<file path="src/rtl/bp_rr_arb_if.sv">
// Handshake bundle for bp_rr_arb: NREQ requester lanes in, one granted lane out.
// Ports: req_data_i/req_valid_i/req_last_i/req_ready_o per requester, out_* downstream.
interface bp_rr_arb_if #(
    parameter int NREQ  = 4,
    parameter int DATAW = 8
);
    localparam int IDW = $clog2(NREQ);

    logic [NREQ-1:0][DATAW-1:0] req_data_i;
    logic [NREQ-1:0]            req_valid_i;
    logic [NREQ-1:0]            req_last_i;
    logic [NREQ-1:0]            req_ready_o;
    logic [DATAW-1:0]           out_data_o;
    logic [IDW-1:0]             out_id_o;
    logic                       out_last_o;
    logic                       out_valid_o;
    logic                       out_ready_i;

    modport slave (
        input  req_data_i, req_valid_i, req_last_i, out_ready_i,
        output req_ready_o, out_data_o, out_id_o, out_last_o, out_valid_o
    );

    modport master (
        output req_data_i, req_valid_i, req_last_i, out_ready_i,
        input  req_ready_o, out_data_o, out_id_o, out_last_o, out_valid_o
    );
endinterface

</file>
<file path="src/rtl/bp_rr_arb.sv">
// Round-robin packet arbiter: NREQ ready/valid requesters onto one stream + source id.
// Ports: clk_i, rst_i (sync, active high), bus (bp_rr_arb_if.slave). Option: BP_ARB_OUT_REG_EN.
module bp_rr_arb #(
    parameter int NREQ  = 4,
    parameter int DATAW = 8
) (
    input logic         clk_i,
    input logic         rst_i,
    bp_rr_arb_if.slave  bus
);
    localparam int IDW = $clog2(NREQ);
    localparam logic [IDW-1:0] LAST_ID = IDW'(NREQ - 1);

    logic [IDW-1:0]   ptr;
    logic             lock;
    logic [IDW-1:0]   lock_id;

    logic [IDW-1:0]   rr_id;
    logic             rr_hit;
    logic [IDW-1:0]   cand;
    int               idx;

    logic [IDW-1:0]   grant;
    logic [IDW-1:0]   ptr_nxt;
    logic             arb_valid;
    logic             arb_ready;
    logic             arb_last;
    logic [DATAW-1:0] arb_data;

    // First valid requester at or after ptr, wrapping; idx stays below 2*NREQ
    // so a single subtraction keeps it in range for any NREQ.
    always_comb begin
        rr_hit = 1'b0;
        rr_id  = '0;
        idx    = 0;
        cand   = '0;
        for (int k = 0; k < NREQ; k++) begin
            idx = int'(ptr) + k;
            if (idx >= NREQ) idx = idx - NREQ;
            cand = IDW'(idx);
            if (!rr_hit && bus.req_valid_i[cand]) begin
                rr_hit = 1'b1;
                rr_id  = cand;
            end
        end
    end

    assign grant     = lock ? lock_id : rr_id;
    assign arb_valid = ~rst_i & bus.req_valid_i[grant];
    assign arb_data  = bus.req_data_i[grant];
    assign arb_last  = bus.req_last_i[grant];
    assign ptr_nxt   = (grant == LAST_ID) ? '0 : grant + IDW'(1);

    // With no lock and nobody asking there is no grant, so nobody is readied.
    assign bus.req_ready_o = (rst_i | ~(lock | rr_hit)) ?
                             '0 : (NREQ'(arb_ready) << grant);

    always_ff @(posedge clk_i) begin
        if (rst_i) begin
            ptr     <= '0;
            lock    <= 1'b0;
            lock_id <= '0;
        end else if (arb_valid) begin
            if (arb_ready && arb_last) begin
                lock <= 1'b0;
                ptr  <= ptr_nxt;
            end else begin
                // Mid-packet or stalled: hold the grant on this requester.
                lock    <= 1'b1;
                lock_id <= grant;
            end
        end
    end

`ifdef BP_ARB_OUT_REG_EN
    logic             s_valid;
    logic [DATAW-1:0] s_data;
    logic [IDW-1:0]   s_id;
    logic             s_last;

    // Slice accepts whenever it is empty or being drained this cycle.
    assign arb_ready = ~s_valid | bus.out_ready_i;

    always_ff @(posedge clk_i) begin
        if (rst_i) begin
            s_valid <= 1'b0;
        end else if (arb_ready) begin
            s_valid <= arb_valid;
        end
    end

    always_ff @(posedge clk_i) begin
        if (!rst_i && arb_ready && arb_valid) begin
            s_data <= arb_data;
            s_id   <= grant;
            s_last <= arb_last;
        end
    end

    assign bus.out_valid_o = s_valid & ~rst_i;
    assign bus.out_data_o  = s_data;
    assign bus.out_id_o    = s_id;
    assign bus.out_last_o  = s_last;
`else
    assign arb_ready       = bus.out_ready_i;
    assign bus.out_valid_o = arb_valid;
    assign bus.out_data_o  = arb_data;
    assign bus.out_id_o    = grant;
    assign bus.out_last_o  = arb_last;
`endif

endmodule

</file>
<file path="src/flat_wrapper.sv">
// flat-port wrapper written by rule: the top's interface ports become plain ports
module bp_rr_arb_flat 
#(
    parameter int NREQ  = 4,
    parameter int DATAW = 8
)
  (clk_i, rst_i, bus_req_data_i, bus_req_valid_i, bus_req_last_i, bus_out_ready_i, bus_req_ready_o, bus_out_data_o, bus_out_id_o, bus_out_last_o, bus_out_valid_o);
  bp_rr_arb_if #(.NREQ(NREQ), .DATAW(DATAW)) bus_i ();
  input logic clk_i;
  input logic rst_i;
  input wire logic [$bits(bus_i.req_data_i)-1:0] bus_req_data_i;
  input wire logic [$bits(bus_i.req_valid_i)-1:0] bus_req_valid_i;
  input wire logic [$bits(bus_i.req_last_i)-1:0] bus_req_last_i;
  input wire logic [$bits(bus_i.out_ready_i)-1:0] bus_out_ready_i;
  output wire logic [$bits(bus_i.req_ready_o)-1:0] bus_req_ready_o;
  output wire logic [$bits(bus_i.out_data_o)-1:0] bus_out_data_o;
  output wire logic [$bits(bus_i.out_id_o)-1:0] bus_out_id_o;
  output wire logic [$bits(bus_i.out_last_o)-1:0] bus_out_last_o;
  output wire logic [$bits(bus_i.out_valid_o)-1:0] bus_out_valid_o;
  assign bus_i.req_data_i = bus_req_data_i;
  assign bus_i.req_valid_i = bus_req_valid_i;
  assign bus_i.req_last_i = bus_req_last_i;
  assign bus_i.out_ready_i = bus_out_ready_i;
  assign bus_req_ready_o = bus_i.req_ready_o;
  assign bus_out_data_o = bus_i.out_data_o;
  assign bus_out_id_o = bus_i.out_id_o;
  assign bus_out_last_o = bus_i.out_last_o;
  assign bus_out_valid_o = bus_i.out_valid_o;
  bp_rr_arb #(.NREQ(NREQ), .DATAW(DATAW)) u_core (.clk_i(clk_i), .rst_i(rst_i), .bus(bus_i));
endmodule
</file>
<file path="config.mk">
export PLATFORM = sky130hd
export DESIGN_NAME = bp_rr_arb_flat
export DESIGN_NICKNAME = d
export VERILOG_FILES = /design/src/rtl/bp_rr_arb_if.sv /design/src/rtl/bp_rr_arb.sv /design/src/flat_wrapper.sv
export SDC_FILE = /design/constraint.sdc
export NUM_CORES = 1
export LEC_CHECK = 0
export CORE_MARGIN = 2
export CORE_UTILIZATION = 35
export CTS_BUF_LIST = sky130_fd_sc_hd__clkbuf_8
export CTS_CLUSTER_SIZE = 30
export DETAILED_ROUTE_END_ITERATION = 7
export PLACE_DENSITY = 0.87
export SYNTH_ARGS = -nofsm -noshare
export SYNTH_HDL_FRONTEND = slang
export SYNTH_SLANG_ARGS = --single-unit
</file>
<file path="constraint.sdc">
create_clock -name clk_i -period 2.4 [get_ports clk_i]
set_input_delay 0.36 -clock clk_i [delete_from_list [all_inputs] [get_ports clk_i]]
set_output_delay 0.36 -clock clk_i [all_outputs]
set_load 0.005 [all_outputs]
</file>
==> reports/qor.txt <==
Worst slew pin tran: 478 ps
Arrival @ worst endpoint: 2170 ps
Final hold vios: 0
Reg power frac: 0.100
Synth Register Bits: 5
Largest family of logic cells by synthesized area: compound AO/OA/AOI/OAI gates
DR WL/cell: 21.3 um
Core Area: 2170 um2
Total CTS buffers: 3
CP required: 2040 ps
P_int: 0.000751 W
P_leak: 0.842 nW
Layout cells sized above 1: 0.469
Routed vias: 1337
Logic pwr share: 0.778
Finish-stage setup viols: 17
Clock network fraction of design power: 0.121
Part of the Yosys area used for sequential elements: 0.126
Non-Filler Instances: 224
Pwr/cell area: 662 nW/um2
Syn_nets: 148
Total track usage: 0.310
Die H: 51.6 um
# DRC: 0
Cell Area, Synth: 795 um2
Synth cell types: 37
Final min period: 2530 ps
Slowest-stage cell, CP: mux4_2
Sw Ratio: 0.399
Violated checks: setup timing
Slew headroom: 0.678
Mux contribution to synthesized area: 0.217
Final setup skew: 0.161 ps
Worst-skew pair later-pin latency: 220 ps
Clk sinks: 5
Place WS: -874 ps
PortBufs: 58
Hold Crit Class: flop to flop
Longest Clk Path Bufs: 2
GRT overflow: 0
Post-Synth Adder-Cell Area: 0
CTS tree: done
Clock slew at reported path FFs: 40 ps
Xor and xnor fraction of the mapped netlist area: 0.0110
Num rows: 17
Final Max Tran Viols: 0
Synth Area in Compound Gates: 0.309
Initial antenna violation count: 0
CP Class: flop to primary output
Syn_area_per_cell: 7.57 um2
DRT Wirelength: 4780 um
GP Congestion: 0.894
Max_cap viols: 0
Hold WS: 502 ps
Status: finished, violations left
DIE AREA: 2670 um2
Post-synthesis simple-gate area fraction: 0.254
CP Cell Sequence: mux2i_1 > o22ai_2 > or2_4 > inv_4 > mux4_2 > nor2_4 > buf_2
Area grow syn2layout: 137%
Vias in the first global route: 1337
Clock root buffer: clkbuf_8
Fin worst setup slack: -127 ps
Io pins: 59
Placed Cells incl. Taps: 210
Post-DP HPWL: 2630 um
1st-pass router iterations: 4
Initial DRC count: 59
Routed Antenna Nets: 0
Synth Instances: 105
Top cells by area, synth: mux2i_1, dfxtp_1, a211oi_1, and2_1, a21oi_1
Synth Warn #: 0
Initial Utilization: 0.366
Via density: 5.97
Synth top area share: 0.189
Post-route clock period utilization: 1.05
Antenna diodes: 0
Synth area leader: mux2i_1
Die W: 51.6 um
RSZ-0062 raised after global routing: yes
Maximum VDD drop: 587 uV
NetSw: 0.000497 W
Htree depth: 1
# hold bufs at CTS: 0
CP max stage delay: 560 ps
Kind of start point of the critical path: flop
Crit-path max FO: 4
# nets final: 240
F_max: 396 MHz
Crit end category: primary output
Largest net degree at the start of global routing: 24
First-pass GRT wire length: 6260 um
-- critical path: cells and delay by family, from the launching register on --
kind,cells,cell delay [ps]
mux,2,840
simple gates,2,410
flops,1,360
buf+inv,2,220
compound gates,1,120
-- layout by cell type, fill, tap and decap left out, types with 2 or more instances in the layout --
cell type,synthesis,routed
dfxtp_1,5,2
buf_12,0,4
dfxtp_4,0,2
clkbuf_8,0,3
a211o_1,2,2
and2_4,0,7
nor3_4,0,3
a211oi_2,0,7
a21oi_1,9,7
dlygate4sd2_1,0,3
a21oi_2,0,2
inv_1,6,7
nor3_1,7,4
buf_2,2,16
mux2i_1,15,14
or2_4,0,2
clkdlybuf4s50_1,0,39
nand2_1,7,7
nand2b_1,2,2
a21o_1,2,2
buf_6,1,4
buf_4,0,27
-- power by group through the flow --
| stage | Combinational (W) | Clock, W | Sequential, W |
|---|---|---|---|
| detailed placement | 0.000733 | 0 | 0.000118 |
| global route | 0.00101 | 0.000159 | 0.000126 |
| finish | 0.000971 | 0.000152 | 0.000125 |
| global placement | 0.000712 | 0 | 0.000116 |
| CTS | 0.000815 | 0.000150 | 0.000119 |
| floorplan | 0.000339 | 0 | 0.000108 |
-- cell usage after synthesis --
cell type,n
a21oi_1,9
nor4bb_1,1
nand2_1,7
o221ai_1,1
mux2i_1,15
inv_1,6
nand3_1,1
and2_1,8
a21o_1,2
o221a_2,1
a211oi_1,9
nand4bb_1,1
nor4_1,1
buf_6,1
o21ai_1,1
nor2_1,2
clkbuf_1,4
and4bb_1,1
nor2b_1,1
or2_2,2
dfxtp_1,5
a21boi_0,1
inv_2,2
o211a_1,1
and3_1,1
buf_2,2
nor3_1,7
o311ai_1,1
a211o_1,2
xnor2_1,1
nand2b_1,2
o2111a_1,1
a21boi_1,1
o41ai_2,1
mux4_2,1
o22ai_1,1
o211ai_1,1
-- per-layer routing --
layer,track usage,routed length (um),vias to the layer above
li1,-,-,580
met1,0.343,1750,622
met2,0.577,2430,96
met3,0.0345,312,39
met4,0.158,284,0
met5,0,0,-
-- final cells by class --
class,count,area [um2]
Clock inverter,1,3.75
Sequential cell,5,109
Fill cell,114,285
Clock buffer,3,41.3
Inverter,8,32.5
Tap cell,28,35.0
Multi-Input combinational cell,85,813
Timing Repair Buffer,94,850
-- through the flow --
step	power, W	area (um2)	utilization	TNS [ps]
6_report	0.00125	1880	0.869	-937
4_1_cts	0.00108	1760	0.811	-344
2_1_floorplan	0.000447	795	-	0
3_3_place_gp	0.000828	1580	0.729	-12570
5_1_grt	0.00130	1880	0.869	-2290
3_5_place_dp	0.000851	1580	0.729	-14170
-- kinds of logic after synthesis --
family,count (synthesis)
XOR/XNOR,1
AND/OR/NAND/NOR,35
AO/OA/AOI/OAI,33
buffers and inverters,15
flip-flops,5
multiplexers,16
-- final timing paths --
check | from | cells past startpoint | slack [ps] | to
worst max-delay path | u_core.ptr[1] | 7 | -130 | bus_out_valid_o
worst min-delay path | u_core.lock_id[1] | 2 | 500 | u_core.lock_id[1]
worst max register to register | u_core.ptr[1] | 8 | -80 | u_core.ptr[1]
worst min register to register | u_core.lock_id[1] | 2 | 500 | u_core.lock_id[1]
-- state kept, by name, summed over array words and instances, names as in the netlist --
register	count
u_core.lock_id	2
u_core.ptr	2
u_core.lock	1
-- what timing repair did --
action | in CTS | in global routing
cloned | 0 | 1
resized for setup | 101 | 17
buffers inserted | 9 | 3
setup endpoints to repair | 21 | 21
pin swaps | 19 | 9
(Power assumes the default switching activity.)
==> variant (same settings) <==
The option `BP_ARB_OUT_REG_EN` is turned on by a define.
--- a/src/rtl/bp_rr_arb.sv
+++ b/src/rtl/bp_rr_arb.sv
@@ -1,4 +1,6 @@
 // Round-robin packet arbiter: NREQ ready/valid requesters onto one stream + source id.
 // Ports: clk_i, rst_i (sync, active high), bus (bp_rr_arb_if.slave). Option: BP_ARB_OUT_REG_EN.
+`define BP_ARB_OUT_REG_EN
+
 module bp_rr_arb #(
     parameter int NREQ  = 4,
Check against the original RTL: not equivalent (a bounded check fails within 4 cycles, from zero or initial values and one cycle with rst_i high).
==> variant against the original RTL <==
The flow still finishes with violations (negative setup slack). Area after synthesis is 71% higher. Wire length is 4.2% lower. Maximum frequency is 4.1% higher. Global-route usage is 12 points lower. Via count is 18% higher. Cell area is 28% higher. Sequential cell count is 12 higher. First-iteration DRC count is 90% higher. Total power is 100% higher. Critical path depth is 1 higher. Setup slack better by 0.10 ns. Sequential share of layout area is 13 points higher. Largest power group unchanged. Highest routed layer unchanged.
==> variant: results <==
metrics = {
    "detailed_routing": {
        "vias": 1573,
        "drt-initial-drc-count": 112,
        "wl_per_cell_um": 15.9,
    },
    "logic_synthesis": {
        "syn_inst": 144,
        "ys.flop_type": "edfxtp_1",
        "synth_area_leaders": "edfxtp_1 (24%), dfxtp_1 (8.9%), mux2i_1 (8.1%)",
        "syn-num-nets": 187,
        "synth_edf_count": 11,
        "synth-seq-area-share_pct": 33.2,
        "synth_cell_types": 42,
        "synth_common_cells": "a21oi_1 (14), nor2_1 (14), edfxtp_1 (11), mux2i_1 (11), mux2_2 (9)",
    },
    "floorplan": {
        "rows": 22,
    },
    "sta": {
        "final.setup.worst_slack_ns": -0.0273,
        "tns_ns": -0.0463,
        "worst_slew_margin_rel_pct": 70.8,
        "fin_skew_ns": 0.00109,
        "setup_violations": 2,
    },
    "global_routing": {
        "grt_pass1_vias": 1431,
        "grt_use_total_pct": 19.4,
        "grt_max_degree": 12,
        "grt_pass1_wl_um": 6640,
    },
    "placed_design": {
        "place_ws_ns": -0.658,
        "dpl_cell_area_sq_um": 2230,
        "dpl.hpwl_um": 3250,
        "dp_cells": 274,
    },
    "cells_and_area": {
        "n_all_buffers": 102,
        "nMultiInputCombCells": 113,
        "design.seq.count": 17,
        "buffer_area_share_pct": 37.1,
        "seq-cell-share_pct": 18.8,
        "fillers": 294,
        "inv_count": 4,
        "layout-drive-gt1-share_pct": 35.8,
        "multi_input_area_share_pct": 39.1,
        "final_area_sq_um": 2420,
        "clock_area_share_pct": 1.86,
        "n_antenna_cell": 0,
    },
    "pwr": {
        "swShare_pct": 38.5,
        "leakage_nw": 0.936,
    },
    "setup_path": {
        "cpLargestDelayFamily": "simple AND/OR/NAND/NOR gates",
        "arrival_ns": 2.07,
        "worstSetupEndpoint": "bus_req_ready_o[3]",
        "critPathMaxStageDelay_ns": 0.54,
    },
    "clocking": {
        "path_clk_slew_ns": 0.06,
        "post_cts_resized": 36,
        "clkLatencyLatePin_ns": 0.25,
        "cts_setup_buffers": 6,
    },
    "status": {
        "violations": "negative setup slack",
        "status": "finished with violations",
    },
}
[variant: cell count changes after synthesis, moves of 4 or more]
| cell | delta |
|---|---|
| nor2_1 | +12 |
| o21ai_0 | +4 |
| and2_1 | -7 |
| nor4b_1 | +4 |
| nor2b_1 | +4 |
| mux2i_1 | -4 |
| a21oi_1 | +5 |
| edfxtp_1 | +11 |
| a211oi_1 | -8 |
| mux2_2 | +9 |
[variant: worst min path at each step]
| stage | from | endpoint | slack, ns | cells after the start |
|---|---|---|---|---|
| global placement | u_core.lock_id[0] | u_core.lock_id[0] | 0.54 | 2 |
| finish | u_core.s_valid | u_core.s_valid | 0.56 | 2 |
| floorplan | u_core.s_valid | u_core.s_valid | 0.47 | 2 |
| global route | u_core.s_valid | u_core.s_valid | 0.60 | 2 |
| CTS | u_core.s_valid | u_core.s_valid | 0.56 | 2 |
| detailed placement | u_core.s_valid | u_core.s_valid | 0.55 | 2 |
[variant: per-layer routing]
layer  up-vias  GRT usage [%]  part of all wire (%)
li1        745              -                     -
met1       755           25.1                    38
met2        61           33.5                    54
met3        12           2.73                   5.6
met4         0           5.61                   2.2
met5         -              0                     0
[variant: kinds of logic after synthesis]
| kind of cell | count (synthesis) | synth area share, % |
|---|---|---|
| xor gates and xnor gates | 1 | 0.646 |
| buffers and inverters | 14 | 4.24 |
| DFF | 17 | 33.2 |
| and+or+nand+nor | 52 | 21.9 |
| AOI/OAI and AO/OA | 39 | 22.5 |
| muxes | 21 | 17.5 |
[variant: power by group through the flow]
stage	clock network, mW	registers, mW	logic, mW
finish	0.207	0.550	1.75
global route	0.224	0.564	1.87
CTS	0.211	0.546	1.64
detailed placement	0	0.548	1.51
global placement	0	0.545	1.47
floorplan	0	0.537	0.852
